File: config.mk
export PLATFORM = sky130hd
export DESIGN_NAME = fifo_rd_arbiter_flat
export DESIGN_NICKNAME = d
export VERILOG_FILES = /design/src/rtl/fifo_rd_arbiter_if.sv /design/src/rtl/fifo_rd_arbiter.sv /design/src/flat_wrapper.sv
export SDC_FILE = /design/constraint.sdc
export NUM_CORES = 1
export LEC_CHECK = 0
export CAP_MARGIN = 20
export CORE_ASPECT_RATIO = 0.75
export CORE_UTILIZATION = 39
export DETAILED_ROUTE_END_ITERATION = 12
export PLACE_DENSITY = 0.74
export SLEW_MARGIN = 20
export SYNTH_ARGS = -nofsm -noshare
export SYNTH_HDL_FRONTEND = slang
export SYNTH_SLANG_ARGS = --single-unit
File: constraint.sdc
create_clock -name i_rclk -period 1.7 [get_ports i_rclk]
set_input_delay 0.34 -clock i_rclk [delete_from_list [all_inputs] [get_ports i_rclk]]
set_output_delay 0.34 -clock i_rclk [all_outputs]
set_load 0.02 [all_outputs]
File: src/rtl/fifo_rd_arbiter_if.sv
// -----------------------------------------------------------------------------
// fifo_rd_arbiter_if
// Bundle of the read-port arbiter's handshake and data signals.
//   req       consumer -> arbiter   per-consumer read request (level)
//   rempty    fifo     -> arbiter   FIFO empty flag
//   rdata     fifo     -> arbiter   FIFO head word
//   rinc      arbiter  -> fifo      pop strobe
//   gnt       arbiter  -> consumer  one-hot grant
//   dout      arbiter  -> consumer  popped word
//   dout_vld  arbiter  -> consumer  popped word valid pulse
//   dout_id   arbiter  -> consumer  index of the consumer owning dout
// Modport slave is the arbiter side, master is the FIFO/consumer side.
// -----------------------------------------------------------------------------
interface fifo_rd_arbiter_if #(
  parameter int NREQ  = 4,
  parameter int DSIZE = 8
);
  localparam int IDW = $clog2(NREQ);

  logic [NREQ-1:0]  req;
  logic             rempty;
  logic [DSIZE-1:0] rdata;
  logic             rinc;
  logic [NREQ-1:0]  gnt;
  logic [DSIZE-1:0] dout;
  logic             dout_vld;
  logic [IDW-1:0]   dout_id;

  modport slave (
    input  req, rempty, rdata,
    output rinc, gnt, dout, dout_vld, dout_id
  );

  modport master (
    output req, rempty, rdata,
    input  rinc, gnt, dout, dout_vld, dout_id
  );
endinterface

File: src/rtl/fifo_rd_arbiter.sv
// -----------------------------------------------------------------------------
// fifo_rd_arbiter
// Shares the single read port of the async FIFO's read domain between NREQ
// consumers. One consumer is granted at a time in round-robin order; while
// granted and the FIFO is non-empty, the head word is popped every cycle and
// returned one cycle later with a valid pulse and the consumer index.
//
// Ports:
//   i_rclk  read-domain clock, rising edge
//   i_rrst  asynchronous active-high reset
//   bus     fifo_rd_arbiter_if.slave (req, rempty, rdata in;
//           rinc, gnt, dout, dout_vld, dout_id out)
//
// Build option: RDARB_BURST_LIMIT_EN - when defined, a grant ends after BURST
// pops. When undefined, a grant lasts until the owner drops req or the FIFO
// empties, and BURST has no effect.
//
// state   | meaning
// --------+-------------------------------------------------------------
// S_IDLE  | no grant; arbitrate among requesters when FIFO is non-empty
// S_SERVE | one consumer owns the read port; pop while req & ~rempty
// -----------------------------------------------------------------------------
module fifo_rd_arbiter #(
  parameter int NREQ  = 4,
  parameter int DSIZE = 8,
  parameter int BURST = 4
) (
  input  logic              i_rclk,
  input  logic              i_rrst,
  fifo_rd_arbiter_if.slave  bus
);
  localparam int IDW = $clog2(NREQ);

  typedef enum logic {
    S_IDLE  = 1'b0,
    S_SERVE = 1'b1
  } state_t;

  state_t           r_state;
  state_t           w_state_nxt;
  logic [NREQ-1:0]  r_gnt;
  logic [IDW-1:0]   r_owner;
  logic [IDW-1:0]   r_last;
  logic [DSIZE-1:0] r_dout;
  logic             r_dout_vld;
  logic [IDW-1:0]   r_dout_id;

  logic [IDW:0]     w_idx;
  logic [IDW-1:0]   w_sel;
  logic             w_found;
  logic             w_start;
  logic             w_pop;
  logic             w_burst_end;
  logic             w_exit;
  logic             w_rinc;

  // Round-robin search starting just after the most recent winner. The extra
  // bit in w_idx holds last+i before the modulo fold, so non-power-of-two
  // NREQ wraps correctly.
  always_comb begin
    w_sel   = r_last;
    w_found = 1'b0;
    w_idx   = '0;
    for (int i = 1; i <= NREQ; i++) begin
      w_idx = {1'b0, r_last} + (IDW+1)'(i);
      if (w_idx >= (IDW+1)'(NREQ)) w_idx = w_idx - (IDW+1)'(NREQ);
      if (!w_found && bus.req[w_idx[IDW-1:0]]) begin
        w_found = 1'b1;
        w_sel   = w_idx[IDW-1:0];
      end
    end
  end

  assign w_start = (r_state == S_IDLE) && w_found && !bus.rempty;
  assign w_pop   = (r_state == S_SERVE) && bus.req[r_owner] && !bus.rempty;

`ifdef RDARB_BURST_LIMIT_EN
  logic [7:0] r_count;

  // Only an actual pop can end a burst; an empty FIFO on the last slot
  // leaves the count untouched and exits through the rempty term instead.
  assign w_burst_end = w_pop && (r_count == 8'(BURST - 1));

  always_ff @(posedge i_rclk or posedge i_rrst) begin
    if (i_rrst)       r_count <= '0;
    else if (w_start) r_count <= '0;
    else if (w_pop)   r_count <= r_count + 8'd1;
  end
`else
  assign w_burst_end = 1'b0;
`endif

  assign w_exit = (r_state == S_SERVE) &&
                  (!bus.req[r_owner] || bus.rempty || w_burst_end);

  always_comb begin
    w_state_nxt = r_state;
    w_rinc      = 1'b0;
    case (r_state)
      S_IDLE: begin
        if (w_start) w_state_nxt = S_SERVE;
      end
      S_SERVE: begin
        w_rinc = w_pop;
        if (w_exit) w_state_nxt = S_IDLE;
      end
      default: w_state_nxt = S_IDLE;
    endcase
  end

  always_ff @(posedge i_rclk or posedge i_rrst) begin
    if (i_rrst) begin
      r_state    <= S_IDLE;
      r_gnt      <= '0;
      r_owner    <= '0;
      r_last     <= IDW'(NREQ - 1);
      r_dout     <= '0;
      r_dout_vld <= 1'b0;
      r_dout_id  <= '0;
    end else begin
      r_state    <= w_state_nxt;
      r_dout_vld <= w_pop;
      if (w_start) begin
        r_gnt   <= NREQ'(1) << w_sel;
        r_owner <= w_sel;
        r_last  <= w_sel;
      end else if (w_exit) begin
        r_gnt   <= '0;
      end
      if (w_pop) begin
        r_dout    <= bus.rdata;
        r_dout_id <= r_owner;
      end
    end
  end

  // BURST is only consumed by the burst-limit build; flag nonsense values
  // in every build so a bad override is visible in the hierarchy.
  if (BURST < 1 || BURST > 255 || NREQ < 2) begin : g_param_out_of_range
  end

  assign bus.rinc     = w_rinc;
  assign bus.gnt      = r_gnt;
  assign bus.dout     = r_dout;
  assign bus.dout_vld = r_dout_vld;
  assign bus.dout_id  = r_dout_id;
endmodule

File: src/flat_wrapper.sv
// flat-port wrapper written by rule: the top's interface ports become plain ports
module fifo_rd_arbiter_flat 
#(
  parameter int NREQ  = 4,
  parameter int DSIZE = 8,
  parameter int BURST = 4
)
  (i_rclk, i_rrst, bus_req, bus_rempty, bus_rdata, bus_rinc, bus_gnt, bus_dout, bus_dout_vld, bus_dout_id);
  fifo_rd_arbiter_if #(.NREQ(NREQ), .DSIZE(DSIZE)) bus_i ();
  input  logic i_rclk;
  input  logic i_rrst;
  input wire logic [$bits(bus_i.req)-1:0] bus_req;
  input wire logic [$bits(bus_i.rempty)-1:0] bus_rempty;
  input wire logic [$bits(bus_i.rdata)-1:0] bus_rdata;
  output wire logic [$bits(bus_i.rinc)-1:0] bus_rinc;
  output wire logic [$bits(bus_i.gnt)-1:0] bus_gnt;
  output wire logic [$bits(bus_i.dout)-1:0] bus_dout;
  output wire logic [$bits(bus_i.dout_vld)-1:0] bus_dout_vld;
  output wire logic [$bits(bus_i.dout_id)-1:0] bus_dout_id;
  assign bus_i.req = bus_req;
  assign bus_i.rempty = bus_rempty;
  assign bus_i.rdata = bus_rdata;
  assign bus_rinc = bus_i.rinc;
  assign bus_gnt = bus_i.gnt;
  assign bus_dout = bus_i.dout;
  assign bus_dout_vld = bus_i.dout_vld;
  assign bus_dout_id = bus_i.dout_id;
  fifo_rd_arbiter #(.NREQ(NREQ), .DSIZE(DSIZE), .BURST(BURST)) u_core (.i_rclk(i_rclk), .i_rrst(i_rrst), .bus(bus_i));
endmodule
== Word level (Yosys, flattened, before mapping) ==
Cells that the tools add are included.

* Order comparisons: 9
* Add/subtract/negate cells: 8
* Reductions and logical operators: 15
* Shifts and indexed selects: 1
* Bitwise operators: 1
* Multiplexer cells: 28

{| class="wikitable"
|+ Operators with widths
! kind !! number
|-
| $mux 2 || 8
|-
| $lt 2x3->1 const B || 5
|-
| $ge 3x3->1 const B || 4
|-
| $mux 1 || 12
|-
| $bmux 1 s2 || 5
|-
| $logic_and 1x1->1 || 8
|-
| $mux 4 || 2
|-
| $sub 2x1->2 const B || 4
|-
| $add 2x2->3 const B || 2
|-
| $logic_not 1->1 || 5
|-
| $shl 1x2->4 const A || 1
|-
| $add 2x1->3 const B || 1
|-
| $add 2x3->3 const B || 1
|-
| $pmux 1 s2 || 1
|-
| $reduce_bool 2->1 || 1
|-
| $logic_or 1x1->1 || 1
|-
| $not 1->1 || 1
|}

* Word-level logic and storage cells: 69
* Output and inout bits: 16
* Register bits: 20
* Bits of input ports: 15

== Depth between registers and ports, before layout ==
Gate-level depths: netlist of the first run.

* Word-level depth: 19
* Mapped depth: 5
* Depth with buffers taken out: 4

== Worst setup path after synthesis of the first run ==
OpenSTA, ideal clock, no wires.

* Kind: register to register
* Start point: register u_core.r_owner[0]
* End point: register u_core.r_dout[2] (netlist: u_core.bus.dout[2])
* Slack: 0.044 ns
* Period minus slack after synthesis: 1.656 ns
* Library setup time: 0.125 ns
* Arrival: 1.532 ns
* Cell stages (with the launch flop): 5
* Buffers on the path: 1
* Required time: 1.575 ns
* Cell sequence: dfrtp_1 mux4_2 nand3_1 buf_4 mux2_2

* Cells in the longest elaborated chain, start to end: 4

{| class="wikitable"
|+ Ends and longest elaborated chain
! what !! RTL line !! text
|-
| start: declaration || fifo_rd_arbiter.sv:42 || <nowiki>logic [IDW-1:0] r_owner;</nowiki>
|-
| start signal: assignment || fifo_rd_arbiter.sv:125 || <nowiki>r_owner <= w_sel;</nowiki>
|-
| $bmux 1 s2 || fifo_rd_arbiter.sv:75 || <nowiki>assign w_pop = (r_state == S_SERVE) && bus.req[r_owner] && !bus.rempty;</nowiki>
|-
| $mux 1 (implied by the code) || fifo_rd_arbiter.sv:75 ||
|-
| $logic_and 1x1->1 (2 in a row) || fifo_rd_arbiter.sv:75 ||
|-
| end signal: assignment || fifo_rd_arbiter.sv:131 || <nowiki>r_dout <= bus.rdata;</nowiki>
|-
| end: declaration || fifo_rd_arbiter.sv:44 || <nowiki>logic [DSIZE-1:0] r_dout;</nowiki>
|}

No other way between the ends. The select of a mux whose other input is x is not followed.
A chain may end at the register's enable or synchronous reset.

== Final worst setup path of the first run ==
* Start point: register u_core.r_owner[0]
* End point: output bus_rinc

* Cells in the longest elaborated chain, start to end: 5

{| class="wikitable"
|+ Ends and longest elaborated chain
! what !! RTL line !! text
|-
| $bmux 1 s2 || fifo_rd_arbiter.sv:75 ||
|-
| $mux 1 (implied by the code) || fifo_rd_arbiter.sv:75 ||
|-
| $logic_and 1x1->1 (2 in a row) || fifo_rd_arbiter.sv:75 ||
|-
| $mux 1 || fifo_rd_arbiter.sv:99 || <nowiki>case (r_state)</nowiki>
|-
| end: declaration || flat_wrapper.sv:15 || <nowiki>output wire logic [$bits(bus_i.rinc)-1:0] bus_rinc;</nowiki>
|}

No other way between the ends. The select of a mux whose other input is x is not followed.

==> results_dict.tcl, run 1 <==
set metrics [dict create \
    status "finished, violations left" \
    violations "DRC, setup timing" \
    slew_violations 0 \
    drtIter0Drc 18 \
    synth-simple-area-share_pct 12.25 \
    via_per_inst 5.209 \
    initial_core_util_pct 42.49 \
    synth_compound_area_share_pct 11.68 \
    finalCriticalPeriod_ns 1.775 \
    mostFrequentLayoutCells "clkdlybuf4s50_1, dfrtp_1, mux2_2, buf_4" \
    grt_pass1_vias 725 \
    grt_first_pass_wirelength_um 3298 \
    synth_xor_area_share_pct 0 \
    cts_made_buffers 3 \
    die_h_um 43.10 \
    antenna_found_initial 0 \
    wire_per_inst_um 14.63 \
    synth_top_family_by_area "multiplexers" \
    post_cts_buffers 0 \
    synthAdderAreaFrac_pct 0 \
    clock_latency_ns 0.30 \
    cp_max_fo 2 \
    grt_max_degree 21 \
    hp-class "in2async" \
    tightest_slew_ns 0.6087 \
    hold_ws_ns 0.3666 \
    power_density_nw_per_um2 1699 \
    setup_viol 1 \
    hold_buffers 0 \
    syn_area_per_cell_um2 12.03 \
    p_leak_nw 0.5972 \
    max_clock_freq_ghz 0.5633 \
    final_common_cell "clkdlybuf4s50_1" \
    core_area_um2 2067 \
    area_growth_pct 48.01 \
    finClkSkew_ns 0.01059 \
    grt_setup_unrepaired "yes" \
    ys_ff_latch 20 \
    fin_ws_ns -0.07523 \
    syn_area_um2 878.3 \
    cp.required_ns 1.36 \
    muxShareOfSynthArea_pct 15.38 \
    ys_warn_count 0 \
    cts.sink_count 20 \
    yosysUniqueCellTypes 27 \
    synth_nets 88 \
    wirelength_um 2033 \
    end_kind "output pin" \
    antenna_cells 0 \
    clkSlewWorstSetupHoldPaths_ns 0.11 \
    grt.total_usage_pct 18.60 \
    dpl.hpwl_um 1562 \
    clock-root-buffer "clkbuf_4" \
    drtAntennaViolNets 0 \
    pre_cts_ws_ns -0.6994 \
    die_area_um2 2448 \
    finalPower_mw 2.209 \
    rows 14 \
    worstPathArrival_ns 1.44 \
    globalRouteOverflowTotal 0 \
    fin_nets 131 \
    cap_violations 0 \
    portBuffers 30 \
    critPathLaunchType "flop" \
    hold_viol 0 \
    cts_tree "done" \
    drc 4 \
    ir_drop_mv 0.7890 \
    slew_headroom_pct 59.11 \
    die_x_um 56.80 \
    htree_levels 1 \
    cts_max_path_buffers 2 \
    drt_pass1_iterations 8 \
    gp_congestion 0.8019 \
    ios 31 \
    layout-drive-gt1-share_pct 26.09 \
    yosysSeqAreaShare_pct 57.26 \
    period_share_pct 104.4 \
    netlist_instances 73 \
    via_count 724 \
    critical_path_class "reg2out" \
]
## report_power, final
part | internal [mW] | switching [mW]
sequential | 0.711 | 0.142
clock | 0.0914 | 0.135
combinational | 0.610 | 0.519
## logic make-up after synthesis
group,after synthesis
AO/OA/AOI/OAI,14
buffers and inverters,7
flip-flops,20
multiplexers,11
AND/OR/NAND/NOR,21
## what timing repair did
item / 4_1_cts / 5_1_grt
pin swaps: 1 / 0
endpoints found under the hold margin: 0 / 0
setup endpoints to repair: 14 / 4
gates cloned: 0 / 0
resized for setup: 12 / 0
## per-layer routing
layer	track usage [%]	vias to the layer above	share of wire, %
li1	-	344	-
met1	22.35	344	40
met2	31.19	32	51
met3	6.707	4	7.3
met4	6.341	0	1.1
met5	0	-	0
## cells in the mapped netlist, drive strengths merged
cell	n	area (um^2)
nor3	1	5.000
and3	1	6.260
nor2b	2	12.51
o22a	1	8.760
or3	1	6.260
nand2b	3	18.77
mux4	1	22.52
a21o	2	15.01
a21oi	4	20.02
inv	5	18.77
clkbuf	1	3.750
dfrtp	18	450.4
a21bo	1	10.01
o31ai	1	7.510
a32oi	1	8.760
mux2	10	112.6
dfstp	2	52.55
nand3	4	20.02
buf	1	7.510
o21ai	1	5.000
and2	1	6.260
nor2	3	11.26
a31o	1	8.760
a311oi	1	8.760
nor4	1	6.260
a32o	1	10.01
nand2	4	15.01
## final timing paths
path                               startpoint  slack, ns  cells past startpoint                 end
max                         u_core.r_owner[0]      -0.08                      4            bus_rinc
min                                    i_rrst       0.37                      3  u_core.bus.dout[0]
max reg2reg                 u_core.r_owner[0]       0.04                      4  u_core.bus.dout[4]
min reg2reg                u_core.bus.dout[3]       0.52                      1  u_core.bus.dout[3]
max in group asynchronous              i_rrst       1.06                      3    u_core.r_last[1]
min in group i_rclk        u_core.bus.dout[3]       0.52                      1  u_core.bus.dout[3]
## sequential cells by signal, summed over array words and instances (netlist names)
| signal | cells |
|---|---|
| u_core.bus.dout | 8 |
| u_core.bus.gnt | 4 |
| u_core.bus.dout_id | 2 |
| u_core.r_last | 2 |
| u_core.r_owner | 2 |
| u_core.bus.dout_vld | 1 |
| u_core.r_state | 1 |
## per-stage QoR
| step | utilization [%] | cells | instance area [um^2] | setup TNS (ns) |
|---|---|---|---|---|
| 6_report | 62.89 | 139 | 1300 | -0.07523 |
| 5_1_grt | 62.89 | 139 | 1300 | -0.1814 |
| 2_1_floorplan | - | 73 | 878.3 | 0 |
| 3_5_place_dp | 61.56 | 135 | 1272 | -7.764 |
| 4_1_cts | 62.89 | 139 | 1300 | -0.09710 |
| 3_3_place_gp | 61.56 | 135 | 1272 | -6.486 |
## critical path, stage by stage (launching register included)
cell and delay, ns:
dfrtp_1 0.38, mux4_2 0.52, nand3_2 0.09, inv_2 0.04, buf_6 0.12
## area by class of cell
cell class | count | area [um^2]
multi-input combinational | 46 | 350.3
sequential | 20 | 503.0
fill | 183 | 767.0
tap | 24 | 30.03
clock buffer | 4 | 26.28
timing repair buffer | 40 | 371.6
inverter | 5 | 18.77
Note: power is estimated with default switching activity, not from simulation.
==> inputs of run 2 (changes only) <==
--- a/config.mk
+++ b/config.mk
@@ -7,6 +7,7 @@
 export LEC_CHECK = 0
 export CAP_MARGIN = 20
 export CORE_ASPECT_RATIO = 0.75
+export CORE_MARGIN = 2
 export CORE_UTILIZATION = 39
 export DETAILED_ROUTE_END_ITERATION = 12
 export PLACE_DENSITY = 0.74
==> run 2 against run 1 <==
- the run still ends with DRC, setup timing left
- sequential share of layout area decreased by 1.1 points
- critical path type unchanged
- sequential power increased by 0.8%
- cell count increased by 2.2%
- count of clock-buffer cells in the layout decreased by 1
- global-route usage decreased by 0.43 points
- design area increased by 2.9%
- highest routed layer unchanged
- largest power group unchanged
- via count increased by 2.3%
- total power increased by 2.1%
==> results_dict.tcl, run 2 (synthesis results as in run 1) <==
set metrics [dict create \
    cp_max_fo 2 \
    setup_viol 2 \
    largest_reg_flops 8 \
    final_cell_count_no_fill 142 \
    globalRouteOverflowTotal 0 \
    rows 14 \
    critical_path_class "reg2out" \
    cts_tree "done" \
    layout-drive-gt1-share_pct 29.66 \
    hp-class "in2async" \
    die_x_um 58.80 \
    antenna_cells 0 \
    clock-root-buffer "clkbuf_4" \
    die_area_um2 2652 \
    htree_levels 1 \
    grt.total_usage_pct 18.18 \
    fin_nets 135 \
    violations "DRC, setup timing" \
    slew_headroom_pct 54.86 \
    clock_latency_ns 0.29 \
    portBuffers 30 \
    finClkSkew_ns 0.002800 \
    die_h_um 45.10 \
    area_growth_pct 52.28 \
    power_density_nw_per_um2 1686 \
    pre_cts_ws_ns -0.6210 \
    critPathLaunchType "flop" \
    hold_buffers 0 \
    end_kind "output pin" \
    cts.sink_count 20 \
    grt_max_degree 21 \
    finalCriticalPeriod_ns 1.808 \
    via_per_inst 5.218 \
    wirelength_um 1993 \
    status "finished, violations left" \
    gp_congestion 0.8468 \
    hold_viol 0 \
    placed_cells 137 \
    p_leak_nw 0.6149 \
    mostFrequentLayoutCells "clkdlybuf4s50_1, dfrtp_1, buf_4" \
    slew_violations 0 \
    final_common_cell "clkdlybuf4s50_1" \
    cap_violations 0 \
    tightest_slew_ns 0.6720 \
    drt_pass1_iterations 8 \
    grt_first_pass_wirelength_um 3498 \
    rr_worst_depth 5 \
    grt_setup_unrepaired "yes" \
    drtIter0Drc 19 \
    cts_max_path_buffers 2 \
    clkSlewWorstSetupHoldPaths_ns 0.11 \
    worstPathArrival_ns 1.47 \
    drtAntennaViolNets 0 \
    period_share_pct 106.4 \
    max_clock_freq_ghz 0.5530 \
    cp.required_ns 1.36 \
    ir_drop_mv 0.9749 \
    wire_per_inst_um 14.04 \
    finalPower_mw 2.255 \
    via_count 741 \
    antenna_found_initial 0 \
    grt_pass1_vias 787 \
    core_area_um2 2067 \
    drc 1 \
    cts_made_buffers 3 \
    initial_core_util_pct 42.49 \
    fin_ws_ns -0.1084 \
    dpl.hpwl_um 1535 \
    ios 31 \
]
run 2: cell count changes in the layout (fill, tap and decap cells not counted), sizes merged:
cell | before | now
buf | 11 | 15
clkbuf | 4 | 3
run 2: what timing repair did:
item | in CTS | in global routing
pin swaps | 1 | 0
resized for setup | 12 | 2
buffers inserted | 2 | 1
setup endpoints to repair | 12 | 12
run 2: path summary, 6_finish.rpt:
| path | startpoint | to | slack, ns |
|---|---|---|---|
| setup / recovery | u_core.r_owner[0] | bus_rinc | -0.11 |
| hold / removal | i_rrst | u_core.bus.dout[2] | 0.35 |
| setup reg to reg | u_core.r_owner[0] | u_core.bus.gnt[0] | -0.05 |
| hold reg to reg | u_core.bus.dout[1] | u_core.bus.dout[1] | 0.51 |
| max in group asynchronous | i_rrst | u_core.r_last[0] | 1.08 |
| min in group i_rclk | u_core.bus.dout[1] | u_core.bus.dout[1] | 0.51 |
run 2: per-layer routing:
| metal | wire length (um) | track usage [%] | up-vias |
|---|---|---|---|
| met2 | 1018 | 31.11 | 19 |
| met1 | 859 | 22.61 | 366 |
| met4 | 11 | 4.091 | 0 |
| li1 | - | - | 354 |
| met5 | 0 | 0 | - |
| met3 | 103 | 6.017 | 2 |
run 2: worst max-delay path, cell delays in order, from the launching register on:
cell and delay (ns):
dfrtp_1 0.38, mux4_2 0.54, nand3_2 0.10, inv_2 0.04, buf_6 0.12
run 2: final cells by class:
cell class	instances	area (um^2)
flip-flops and latches	20	503.0
well taps	24	30.03
inverters	5	18.77
clock buffers	3	22.52
repair buffers	44	401.6
fillers	176	729.5
multi-input cells	46	361.6
run 2: power by group:
| group | internal [mW] | switching [mW] |
|---|---|---|
| Clock | 0.0825 | 0.136 |
| Combinational | 0.652 | 0.525 |
| Sequential | 0.711 | 0.149 |
| Total | 1.45 | 0.810 |
run 2: stage by stage:
step,hold WS (ns),util (%),instance area [um^2],setup TNS (ns)
after global placement,0.4848,62.29,1287,-5.650
after detailed placement,0.4916,62.29,1287,-6.602
after global routing,0.3740,64.71,1338,-0.6723
after floorplan,0.3023,-,878.3,0
after CTS,0.3580,63.80,1319,-0.1610
final,0.3524,64.71,1338,-0.1543
==> inputs of run 3 (changes only) <==
--- a/config.mk
+++ b/config.mk
@@ -5,12 +5,13 @@
 export SDC_FILE = /design/constraint.sdc
 export NUM_CORES = 1
 export LEC_CHECK = 0
+export ABC_AREA = 1
 export CAP_MARGIN = 20
 export CORE_ASPECT_RATIO = 0.75
 export CORE_MARGIN = 2
-export CORE_UTILIZATION = 39
+export CORE_UTILIZATION = 51
 export DETAILED_ROUTE_END_ITERATION = 12
-export PLACE_DENSITY = 0.74
+export PLACE_DENSITY = 0.83
 export SLEW_MARGIN = 20
 export SYNTH_ARGS = -nofsm -noshare
 export SYNTH_HDL_FRONTEND = slang
==> constraint.sdc (replaced) <==
create_clock -name i_rclk -period 2.1 [get_ports i_rclk]
set_input_delay 0.42 -clock i_rclk [delete_from_list [all_inputs] [get_ports i_rclk]]
set_output_delay 0.42 -clock i_rclk [all_outputs]
set_load 0.02 [all_outputs]
==> run 3 against run 2 <==
- first-iteration DRC count is 120% higher
- sequential share of layout area is 6.1 points lower
- total power increased by 25%
- largest power group unchanged
- synthesized cell count is 110% higher
- clock power up 44%
- the flow now finishes without violations
- wire length rose by 37%
- worst setup slack improved by 0.22 ns
- hold slack improved by 0.078 ns
==> results_dict.tcl, run 3 <==
set metrics [dict create \
    status "finished, final reports clean" \
    clock-root-buffer "clkbuf_4" \
    fin_nets 208 \
    grt_pass1_vias 1002 \
    hold_buffers 0 \
    die_x_um 59.69 \
    ios 31 \
    ys_warn_count 0 \
    yosysUniqueCellTypes 23 \
    globalRouteOverflowTotal 0 \
    reg2reg_slack_ns 0.24 \
    syn_area_per_cell_um2 7.653 \
    tightest_slew_ns 0.2709 \
    via_count 1125 \
    cp-endpoint "bus_rinc" \
    hold_viol 0 \
    wl_met2_um 1320 \
    synth_top_area_share_pct 37.97 \
    layout-drive-gt1-share_pct 21.35 \
    path_cells "clkdlybuf4s50_1, o21ai_0, o21ai_1, nand2_1, nand2_1, nand2_1, inv_1, buf_4" \
    hp-class "in2async" \
    final_common_cell "nand2_1" \
    setup_viol 0 \
    gp_congestion 0.9180 \
    power_density_nw_per_um2 1765 \
    n_fill_cell 179 \
    critical_path.startpoint "bus_req[2]" \
    cpMostUsedCell "nand2_1" \
    critical_path_class "in2out" \
    yosysTopAreaCell "dfrtp_1" \
    netlist_instances 155 \
    clock_latency_ns 0.30 \
    clkSlewWorstSetupHoldPaths_ns 0.11 \
    rr_startpoint "u_core.r_last[0]" \
    wire_per_inst_um 12.62 \
    largest_reg_flops 8 \
    max_clock_freq_ghz 0.5018 \
    pre_cts_ws_ns -0.4527 \
    antenna_cells 0 \
    cp.required_ns 1.68 \
    finalPower_mw 2.816 \
    cts.sink_count 20 \
    cts_max_path_buffers 2 \
    yosysSeqAreaShare_pct 42.41 \
    worstPathArrival_ns 1.57 \
    fin_ws_ns 0.1070 \
    slowest_delay_ns 0.51 \
    cp_max_fo 3 \
    syn_area_um2 1186 \
    period_share_pct 94.91 \
    die_area_um2 2731 \
    finClkSkew_ns 0.002741 \
    hold_ws_ns 0.4304 \
    cts_tree "done" \
    dpl.hpwl_um 2142 \
    area_growth_pct 34.49 \
    drtIter0Drc 41 \
    rr_worst_depth 10 \
    mostFrequentLayoutCells "nand2_1, clkdlybuf4s50_1, dfrtp_1" \
    via_per_inst 5.184 \
    placed_cells 213 \
    synth_edf_count 0 \
    grt_max_degree 21 \
    core_area_um2 2252 \
    r2r-end "u_core.bus.gnt[2]" \
    grt.total_usage_pct 21.71 \
    highest_layer "met4" \
    ys_ff_latch 20 \
    finalCriticalPeriod_ns 1.993 \
    antenna_found_initial 0 \
    die_h_um 45.77 \
    synthFlopType "dfrtp_1" \
    grt_first_pass_wirelength_um 4353 \
    wirelength_um 2739 \
    slew_headroom_pct 81.75 \
    cap_violations 0 \
    ys_top_cells_by_count "nand2_1, dfrtp_1, nand3_1" \
    path_depth 8 \
    end_kind "output pin" \
    post_cts_buffers 0 \
    critPathLaunchType "input pin" \
    synth_nets 170 \
    post-route-util_pct 70.83 \
    rows 15 \
    met3_length_um 205 \
    critPathSlowestCell "clkdlybuf4s50_1" \
    htree_levels 1 \
    portBuffers 30 \
    yosysMostFrequentCell "nand2_1" \
    initial_core_util_pct 52.67 \
    async_flop_share_pct 100.0 \
    grt_setup_unrepaired "no" \
    crit_buf_inv 3 \
    m1WireLength_um 1132 \
    drc 0 \
    ir_drop_mv 0.9469 \
    slew_violations 0 \
    cpLargestDelayFamily "buffers and inverters" \
    synth.area.top_cells "dfrtp_1, nand2_1, nand2_4, nand3_1, dfstp_2" \
    p_leak_nw 0.8443 \
    drt_pass1_iterations 4 \
    drtAntennaViolNets 0 \
    cts_made_buffers 3 \
    final_cell_count_no_fill 217 \
]
==> run 3: changes by cell type after synthesis, moves of 5 or more <==
cell / before / now
nand2_1: 4 / 76
nand3_1: 4 / 11
o21ai_0: 1 / 6
nand2_4: 0 / 7
mux2_2: 10 / 0
nand2_2: 0 / 8
==> run 3: area by class of cell <==
type | instances | area [um^2] | share of cell area (%)
Multi-Input combinational cell | 120 | 611.8 | 38.35
Clock buffer | 3 | 22.52 | 1.412
Inverter | 13 | 58.81 | 3.686
Tap cell | 25 | 31.28 | 1.961
Clock inverter | 1 | 30.03 | 1.882
Sequential cell | 20 | 503.0 | 31.53
Timing Repair Buffer | 35 | 337.8 | 21.18
==> run 3: worst min-delay path by stage <==
stage	from	endpoint	slack, ns	cells after the start
finish	i_rrst	u_core.bus.dout[0]	0.43	3
global route	i_rrst	u_core.bus.dout[1]	0.45	3
floorplan	i_rrst	u_core.bus.dout[0]	0.38	1
global placement	u_core.bus.dout_id[1]	u_core.bus.dout_id[1]	0.46	2
detailed placement	u_core.bus.dout[2]	u_core.bus.dout[2]	0.47	2
CTS	i_rrst	u_core.bus.dout[4]	0.44	3
==> run 3: cell families after synthesis <==
family                 after synthesis  synth area share (%)
AO/OA/AOI/OAI                       11                 5.802
flip-flops                          20                 42.40
buffers and inverters               15                 6.330
AND/OR/NAND/NOR                    109                 45.46
==> run 3: metal layers <==
metal	GRT usage [%]	up-vias
met5	0	-
met4	10.22	0
met3	4.545	12
met2	35.00	54
met1	28.16	505
li1	-	554
==> run 3: worst reg2reg max path: cells and delay by family (launching register included) <==
kind / cells / cell delay (ns)
simple gates: 9 / 0.99
buf+inv: 1 / 0.08
flops: 1 / 0.71
==> run 3: what timing repair did <==
action / 4_1_cts / 5_1_grt
gates resized for setup: 6 / 3
cloned: 0 / 0
setup endpoints to repair: 1 / 1
==> run 3: power breakdown <==
group	total (mW)	switching, mW	internal, mW
clock network	0.315	0.122	0.193
logic	1.78	1.10	0.681
registers	0.718	0.148	0.571
==> run 3: per-stage QoR <==
stage          instance area (um^2)  setup TNS, ns
2_1_floorplan                  1186              0
3_3_place_gp                   1539        -0.3921
3_5_place_dp                   1539        -0.8896
4_1_cts                        1589              0
5_1_grt                        1595              0
6_report                       1595              0
